===== src/rtl/msk_piso_pkg.sv =====
// Shared types and sizing helpers for the masked PISO unloader.
package msk_piso_pkg;

  typedef enum logic {IDLE = 1'b0, SHIFT = 1'b1} state_t;

  localparam int D_DEF     = 2;
  localparam int COUNT_DEF = 4;
  localparam int N_DEF     = 8;
  localparam int ELEM_W    = COUNT_DEF * D_DEF;

  // Element index width; a single-element load still needs one bit.
  function automatic int idx_width(input int num);
    return (num <= 1) ? 1 : $clog2(num);
  endfunction

endpackage


===== src/rtl/msk_piso_unloader_stage.sv =====
// One masked element slot: share-wise load/shift/hold mux into a register.
module msk_piso_unloader_stage
  import msk_piso_pkg::*;
#(
  parameter int W = ELEM_W
) (
  input  logic         clk,
  input  logic         rst,
  input  logic         i_load,
  input  logic         i_shift,
  input  logic [W-1:0] i_load_val,
  input  logic [W-1:0] i_shift_val,
  output logic [W-1:0] o_q
);

  logic [W-1:0] r_q;

  // Selects are unmasked control; every bit picks only its own share.
  always_ff @(posedge clk) begin
    if (rst) begin
      r_q <= '0;
    end else if (i_load) begin
      r_q <= i_load_val;
    end else if (i_shift) begin
      r_q <= i_shift_val;
    end
  end

  assign o_q = r_q;

endmodule


===== src/rtl/msk_piso_unloader.sv =====
// Masked parallel-in/serial-out unloader: one wide word in, n masked elements out.
module msk_piso_unloader
  import msk_piso_pkg::*;
#(
  parameter int d     = D_DEF,
  parameter int count = COUNT_DEF,
  parameter int n     = N_DEF
) (
  input  logic                   clk,
  input  logic                   rst,
  input  logic                   in_valid,
  output logic                   in_ready,
  input  logic [n*count*d-1:0]   in,
  output logic                   out_valid,
  input  logic                   out_ready,
  output logic [count*d-1:0]     out,
  output logic                   out_last,
  output state_t                 o_dbg_state
);

  localparam int EW = count * d;
  localparam int IW = idx_width(n);
  localparam logic [IW-1:0] LAST_IDX = IW'(n - 1);

  state_t        r_state;
  state_t        w_state_nxt;
  logic [IW-1:0] r_idx;
  logic [IW-1:0] w_idx_nxt;
  logic          w_accept;
  logic          w_load;
  logic          w_shift;
  logic [EW-1:0] w_slot_q  [n];
  logic [EW-1:0] w_shift_in[n];

  genvar k;
  generate
    for (k = 0; k < n; k++) begin : g_slot
      if (k == n - 1) begin : g_top
        assign w_shift_in[k] = '0;
      end else begin : g_mid
        assign w_shift_in[k] = w_slot_q[k+1];
      end
      msk_piso_unloader_stage #(.W(EW)) u_stage (
        .clk        (clk),
        .rst        (rst),
        .i_load     (w_load),
        .i_shift    (w_shift),
        .i_load_val (in[k*EW +: EW]),
        .i_shift_val(w_shift_in[k]),
        .o_q        (w_slot_q[k])
      );
    end
  endgenerate

  always_ff @(posedge clk) begin
    if (rst) begin
      r_state <= IDLE;
      r_idx   <= '0;
    end else begin
      r_state <= w_state_nxt;
      r_idx   <= w_idx_nxt;
    end
  end

  // A transfer happens on any edge where valid and ready are both high;
  // the final element's transfer also reopens the input for a same-edge reload.
  always_comb begin
    out_valid   = (r_state == SHIFT);
    out_last    = out_valid && (r_idx == LAST_IDX);
    w_accept    = out_valid && out_ready;
    in_ready    = (r_state == IDLE) || (w_accept && out_last);
    w_load      = in_valid && in_ready;
    w_shift     = w_accept && !out_last;
    w_state_nxt = r_state;
    w_idx_nxt   = r_idx;
    if (w_load) begin
      w_state_nxt = SHIFT;
      w_idx_nxt   = '0;
    end else if (w_accept && out_last) begin
      w_state_nxt = IDLE;
      w_idx_nxt   = '0;
    end else if (w_shift) begin
      w_idx_nxt   = r_idx + 1'b1;
    end
  end

  assign out         = w_slot_q[0];
  assign o_dbg_state = r_state;

endmodule


===== config.mk =====
export PLATFORM = sky130hd
export DESIGN_NAME = msk_piso_unloader
export DESIGN_NICKNAME = d
export VERILOG_FILES = /design/src/rtl/msk_piso_pkg.sv /design/src/rtl/msk_piso_unloader_stage.sv /design/src/rtl/msk_piso_unloader.sv
export SDC_FILE = /design/constraint.sdc
export NUM_CORES = 1
export LEC_CHECK = 0
export ABC_CLOCK_PERIOD_IN_PS = 4800
export BUFFER_PORTS_ARGS = -buffer_cell sky130_fd_sc_hd__buf_2
export CAP_MARGIN = 20
export CORE_MARGIN = 1.5
export CORE_UTILIZATION = 58
export CTS_BUF_LIST = sky130_fd_sc_hd__clkbuf_4 sky130_fd_sc_hd__clkbuf_8 sky130_fd_sc_hd__clkbuf_16
export DETAILED_ROUTE_END_ITERATION = 8
export MAX_ROUTING_LAYER = met4
export PLACE_DENSITY = 0.91
export RECOVER_POWER = 100
export SLEW_MARGIN = 20
export SYNTH_ARGS = -nofsm -noshare
export SYNTH_HDL_FRONTEND = slang
export SYNTH_SLANG_ARGS = --single-unit

===== constraint.sdc =====
create_clock -name clk -period 4.8 [get_ports clk]
set_clock_uncertainty 0.1 [all_clocks]
set_input_delay 0.48 -clock clk [delete_from_list [all_inputs] [get_ports clk]]
set_output_delay 0.48 -clock clk [all_outputs]
set_load 0.02 [all_outputs]

==> out/results.ini, run 1 <==
[finish]
final_layout_size_suffix_gt1_frac = 0.171
ff_latch_area_um2 = 1360
final_cell_mix = nor2_1 (117), buf_2 (69), dfxtp_1 (68)
nNetsFinal = 616
multi_input_area_um2 = 2280
area_growth_pct = 10.4
final-instance-count-excl-fill = 627
final_common_cell = nor2_1
nFillCells = 544
diodes = 0

[critical_path]
crit_required_ns = 4.93
r2r_start = r_idx[0]
arrival_ns = 3.72
worstSetupStartpointType = flip-flop
cp-end-kind = flip-flop
startpoint = r_idx[0]
path_class = flip-flop to flip-flop
critical_path_peak_fanout = 56

[timing]
period_share = 0.746
period_needed_ns = 3.58
max_slew_margin = -0.325
slew_violations = 57
setup_tns_ns = 0
postLayoutSetupSlackWorst_ns = 1.22
rsz0062_at_grt = false
worstMarginPinSlew_ns = 1.99
setup_violations = 0
finalHoldViolCount = 0
fmax_ghz = 0.279

[routing]
viasPerCell = 6.08
wirelength_mm = 9.69
first_iter_violations = 291
route.detailed.drc = 6
wl_per_cell_um = 15.4
first_pass_iters = 7
dr_total_vias = 3813
ant_nets = 0

[job]
cap_violations = 1

[power]
p_clk_frac = 0.320
seqPwrFrac = 0.485
swShare = 0.293
pwr-share-comb = 0.196
switchingPower_uw = 397
power_density_nw_per_um2 = 310
power_uw = 1350
total_leakage_power_uw = 0.00215
ir_worst_vdd_mv = 0.281
internal-power_uw = 956

[yosys]
ys_seq_area_frac = 0.344
syn_nets = 577
yosys_warnings = 0
avgSynthCellArea_um2 = 7.80
synth-main-ff-cell = dfxtp_1
synth_edf_count = 0
async_reset_ff_frac = 0
synth_area_um2 = 3950
post_synth_num_cell_types = 27
ys_ff_latch = 68
synth_cells = 507

[global_routing]
grt_pass1_wl_mm = 15.7
grt_overflow_total = 0
grt_pass1_vias = 3379
antenna_found_initial = 0
grt_max_degree = 116
track_usage = 0.272

[placed_design]
hpwl_mm = 5.79
place_ws_ns = 2.05
place_congestion = 0.796
dp.cells = 612
numPortBuffers = 79

[status]
violations = DRC, capacitance limit, slew limit
status = finished, violations left

[min_path]
hold_path.startpoint = in[19]
min_path_type = input port to flip-flop

[die]
dieArea_um2 = 7320
fp.coreArea_um2 = 6460
die_y_um = 85.6
start_util = 0.612
std_cell_rows = 29
die_w_um = 85.6
num_io_pins = 80

[clocking]
post_cts_buffers = 0
post_cts_resized = 0
cts_root_buf = clkbuf_8
cts_sinks = 68
cts_tree = yes
ctsHoldBuffers = 0
htreeDepth = 3
clk_latency_ns = 0.35
clkTransAtPathRegs_ns = 0.07
cts_buffers = 9
clockBufferDepth = 2

[final cells by class]
class	instances	share of cell area
clock buffer	13	0.0381
clock inverter	2	0.00229
inverter	9	0.00774
multi-input combinational	374	0.522
sequential	68	0.312
tap	77	0.0221
timing repair buffer	84	0.0954
[per-stage QoR]
| step | hold slack, ns | utilization | cell area (um2) |
|---|---|---|---|
| 2_1_floorplan | 0.354 | - | 3950 |
| 3_3_place_gp | 0.368 | 0.655 | 4230 |
| 3_5_place_dp | 0.378 | 0.655 | 4230 |
| 4_1_cts | 0.261 | 0.682 | 4410 |
| 5_1_grt | 0.265 | 0.676 | 4370 |
| 6_report | 0.268 | 0.676 | 4370 |
[logic make-up (layout without fill, tap and decap cells)]
family          after synthesis  in the layout  share of synthesized area
flops                        68             68                      0.344
simple gates                190            190                      0.250
buf+inv                      65            108                     0.0741
mux                           2              2                    0.00507
compound gates              180            180                      0.320
fa+ha+maj                     2              2                    0.00633
[flip-flops by register name, summed over array words and instances (netlist names)]
signal and flops:
g_slot.u_stage.o_q 64, r_idx 3, o_dbg_state 1
[path summary, 6_finish.rpt]
| path | endpoint | slack [ns] | cells after the start |
|---|---|---|---|
| setup / recovery | g_slot[6].u_stage.o_q[0] | 1.22 | 5 |
| hold / removal | g_slot[2].u_stage.o_q[3] | 0.27 | 2 |
| setup reg to reg | g_slot[6].u_stage.o_q[0] | 1.22 | 5 |
| hold reg to reg | g_slot[7].u_stage.o_q[0] | 0.39 | 2 |
[critical path, stage by stage (launching register included)]
cell and delay (ns):
dfxtp_1 0.37, ha_1 0.16, ha_1 0.88, or2b_1 1.55, a21oi_1 0.19, o211a_1 0.21
[per-layer routing]
layer | GRT usage | share of wire
met1 | 0.342 | 0.41
met2 | 0.450 | 0.51
met3 | 0.0549 | 0.071
met5 | - | 0
met4 | 0.0689 | 0.012
[Yosys cell counts (7+ instances only)]
library cell | instances | area (um2)
nor2_1 | 117 | 439
dfxtp_1 | 68 | 1360
a21oi_1 | 57 | 285
nor3b_1 | 57 | 428
o21ai_0 | 57 | 285
o211a_1 | 56 | 561
buf_2 | 24 | 120
clkbuf_1 | 22 | 82.6
inv_1 | 8 | 30.0
nand4b_1 | 8 | 70.1
buf_1 | 7 | 26.3
o31ai_2 | 7 | 87.6
[power by group through the flow]
stage               registers (uW)  clock network, uW  logic [uW]
finish                         656                432         265
global placement               665                  0         256
CTS                            655                437         268
floorplan                      665                  0         195
detailed placement             668                  0         265
global route                   662                462         294
Power figures use the tool's default switching activity.
==> inputs of run 2 (changes only) <==
--- a/config.mk
+++ b/config.mk
@@ -5,15 +5,15 @@
 export SDC_FILE = /design/constraint.sdc
 export NUM_CORES = 1
 export LEC_CHECK = 0
-export ABC_CLOCK_PERIOD_IN_PS = 4800
+export ABC_CLOCK_PERIOD_IN_PS = 2900
 export BUFFER_PORTS_ARGS = -buffer_cell sky130_fd_sc_hd__buf_2
 export CAP_MARGIN = 20
 export CORE_MARGIN = 1.5
-export CORE_UTILIZATION = 58
+export CORE_UTILIZATION = 50
 export CTS_BUF_LIST = sky130_fd_sc_hd__clkbuf_4 sky130_fd_sc_hd__clkbuf_8 sky130_fd_sc_hd__clkbuf_16
 export DETAILED_ROUTE_END_ITERATION = 8
 export MAX_ROUTING_LAYER = met4
-export PLACE_DENSITY = 0.91
+export PLACE_DENSITY = 0.84
 export RECOVER_POWER = 100
 export SLEW_MARGIN = 20
 export SYNTH_ARGS = -nofsm -noshare
==> constraint.sdc (replaced) <==
create_clock -name clk -period 2.9 [get_ports clk]
set_clock_uncertainty 0.1 [all_clocks]
set_input_delay 0.29 -clock clk [delete_from_list [all_inputs] [get_ports clk]]
set_output_delay 0.29 -clock clk [all_outputs]
set_load 0.02 [all_outputs]
==> out/results.ini, run 2 (synthesis gave the netlist of run 1 again) <==
[job]
cap_violations = 0

[finish]
nNetsFinal = 619
final_layout_size_suffix_gt1_frac = 0.182
area_growth_pct = 13.2
final_cell_mix = nor2_1 (117), buf_2 (69), dfxtp_1 (68)
final_common_cell = nor2_1
diodes = 0
nFillCells = 734
largest_reg_flops = 64

[clocking]
htreeDepth = 3
cts_buffers = 9
post_cts_resized = 0
cts_root_buf = clkbuf_8
clkTransAtPathRegs_ns = 0.07
ctsHoldBuffers = 0
cts_sinks = 68
clk_latency_ns = 0.35
cts_tree = yes
clockBufferDepth = 2
post_cts_buffers = 0

[timing]
holdWs_ns = 0.0727
finalHoldViolCount = 0
setup_violations = 0
rsz0062_at_grt = false
period_needed_ns = 2.48
max_slew_margin = 0.292
postLayoutSetupSlackWorst_ns = 0.415
slew_violations = 0
worstMarginPinSlew_ns = 1.06
fmax_ghz = 0.402
setup_tns_ns = 0
period_share = 0.857

[power]
power_uw = 2340
power_density_nw_per_um2 = 524
ir_worst_vdd_mv = 0.308
total_leakage_power_uw = 0.00218

[min_path]
hold_path.startpoint = in[34]
hold_depth = 2
min_path_type = input port to flip-flop

[die]
die_w_um = 91.9
dieArea_um2 = 8450
std_cell_rows = 32
die_y_um = 91.9
fp.coreArea_um2 = 7690
num_io_pins = 80
start_util = 0.514

[routing]
first_pass_iters = 5
wl_per_cell_um = 15.5
route.detailed.drc = 0
ant_nets = 0
first_iter_violations = 316
dr_total_vias = 3852
viasPerCell = 5.87
wirelength_mm = 10.1

[critical_path]
worstSetupStartpointType = flip-flop
critical_path_peak_fanout = 55
crit_required_ns = 2.51
r2r_cells = 7
cp-end-kind = primary output
arrival_ns = 2.09
r2r_start = r_idx[0]
path_class = flip-flop to primary output
startpoint = o_dbg_state

[global_routing]
grt_max_degree = 116
grt_overflow_total = 0
grt_pass1_wl_mm = 16.6
grt_pass1_vias = 3516
antenna_found_initial = 0
track_usage = 0.251

[placed_design]
hpwl_mm = 6.18
numPortBuffers = 79
place_ws_ns = 0.519
place_congestion = 0.776

[status]
status = finished, final reports clean

## run 2: cell count changes in the layout (fill, tap and decap cells not counted), sizes merged
| cell | previous run | this run |
|---|---|---|
| bufinv | 0 | 1 |
| clkinvlp | 0 | 1 |
| buf | 73 | 76 |
| clkbuf | 24 | 23 |
## run 2: path summary, 6_finish.rpt
check	endpoint	slack, ns
worst min-delay path	g_slot[4].u_stage.o_q[2]	0.07
worst max register to register	g_slot[3].u_stage.o_q[6]	0.42
worst min register to register	g_slot[7].u_stage.o_q[2]	0.38
worst max-delay path	out_last	0.42
## run 2: cell type report
class	count	area, um2	area share
repair buffers	87	465	0.104
flip-flops and latches	68	1360	0.304
multi-input cells	374	2280	0.510
well taps	102	128	0.0285
clock buffers	12	159	0.0355
clock inverters	4	47.5	0.0106
inverters	9	33.8	0.00755
## run 2: critical path, cell delays in order, from the launching register on
cell and delay (ns):
dfxtp_1 0.50, clkbuf_2 0.78, and2_1 0.23, clkbuf_1 0.23
## run 2: metrics by stage
stage / area [um2] / util / std cells
2_1_floorplan: 3950 / - / 507
3_3_place_gp: 4310 / 0.560 / 640
3_5_place_dp: 4310 / 0.560 / 640
6_report: 4470 / 0.582 / 656
5_1_grt: 4470 / 0.582 / 656
4_1_cts: 4510 / 0.587 / 656
## run 2: per-layer routing
metal / vias up / share of wire / track usage
li1: 1875 / - / -
met2: 131 / 0.50 / 0.407
met5: - / 0 / -
met1: 1832 / 0.42 / 0.315
met3: 14 / 0.069 / 0.0647
met4: 0 / 0.012 / 0.0526
## run 2: where the power goes
| part | switching (uW) | leakage, uW | internal, uW | total (uW) |
|---|---|---|---|---|
| clock | 360 | 0.000106 | 451 | 811 |
| combinational | 250 | 0.00151 | 200 | 450 |
| sequential | 64.8 | 0.000565 | 1020 | 1080 |
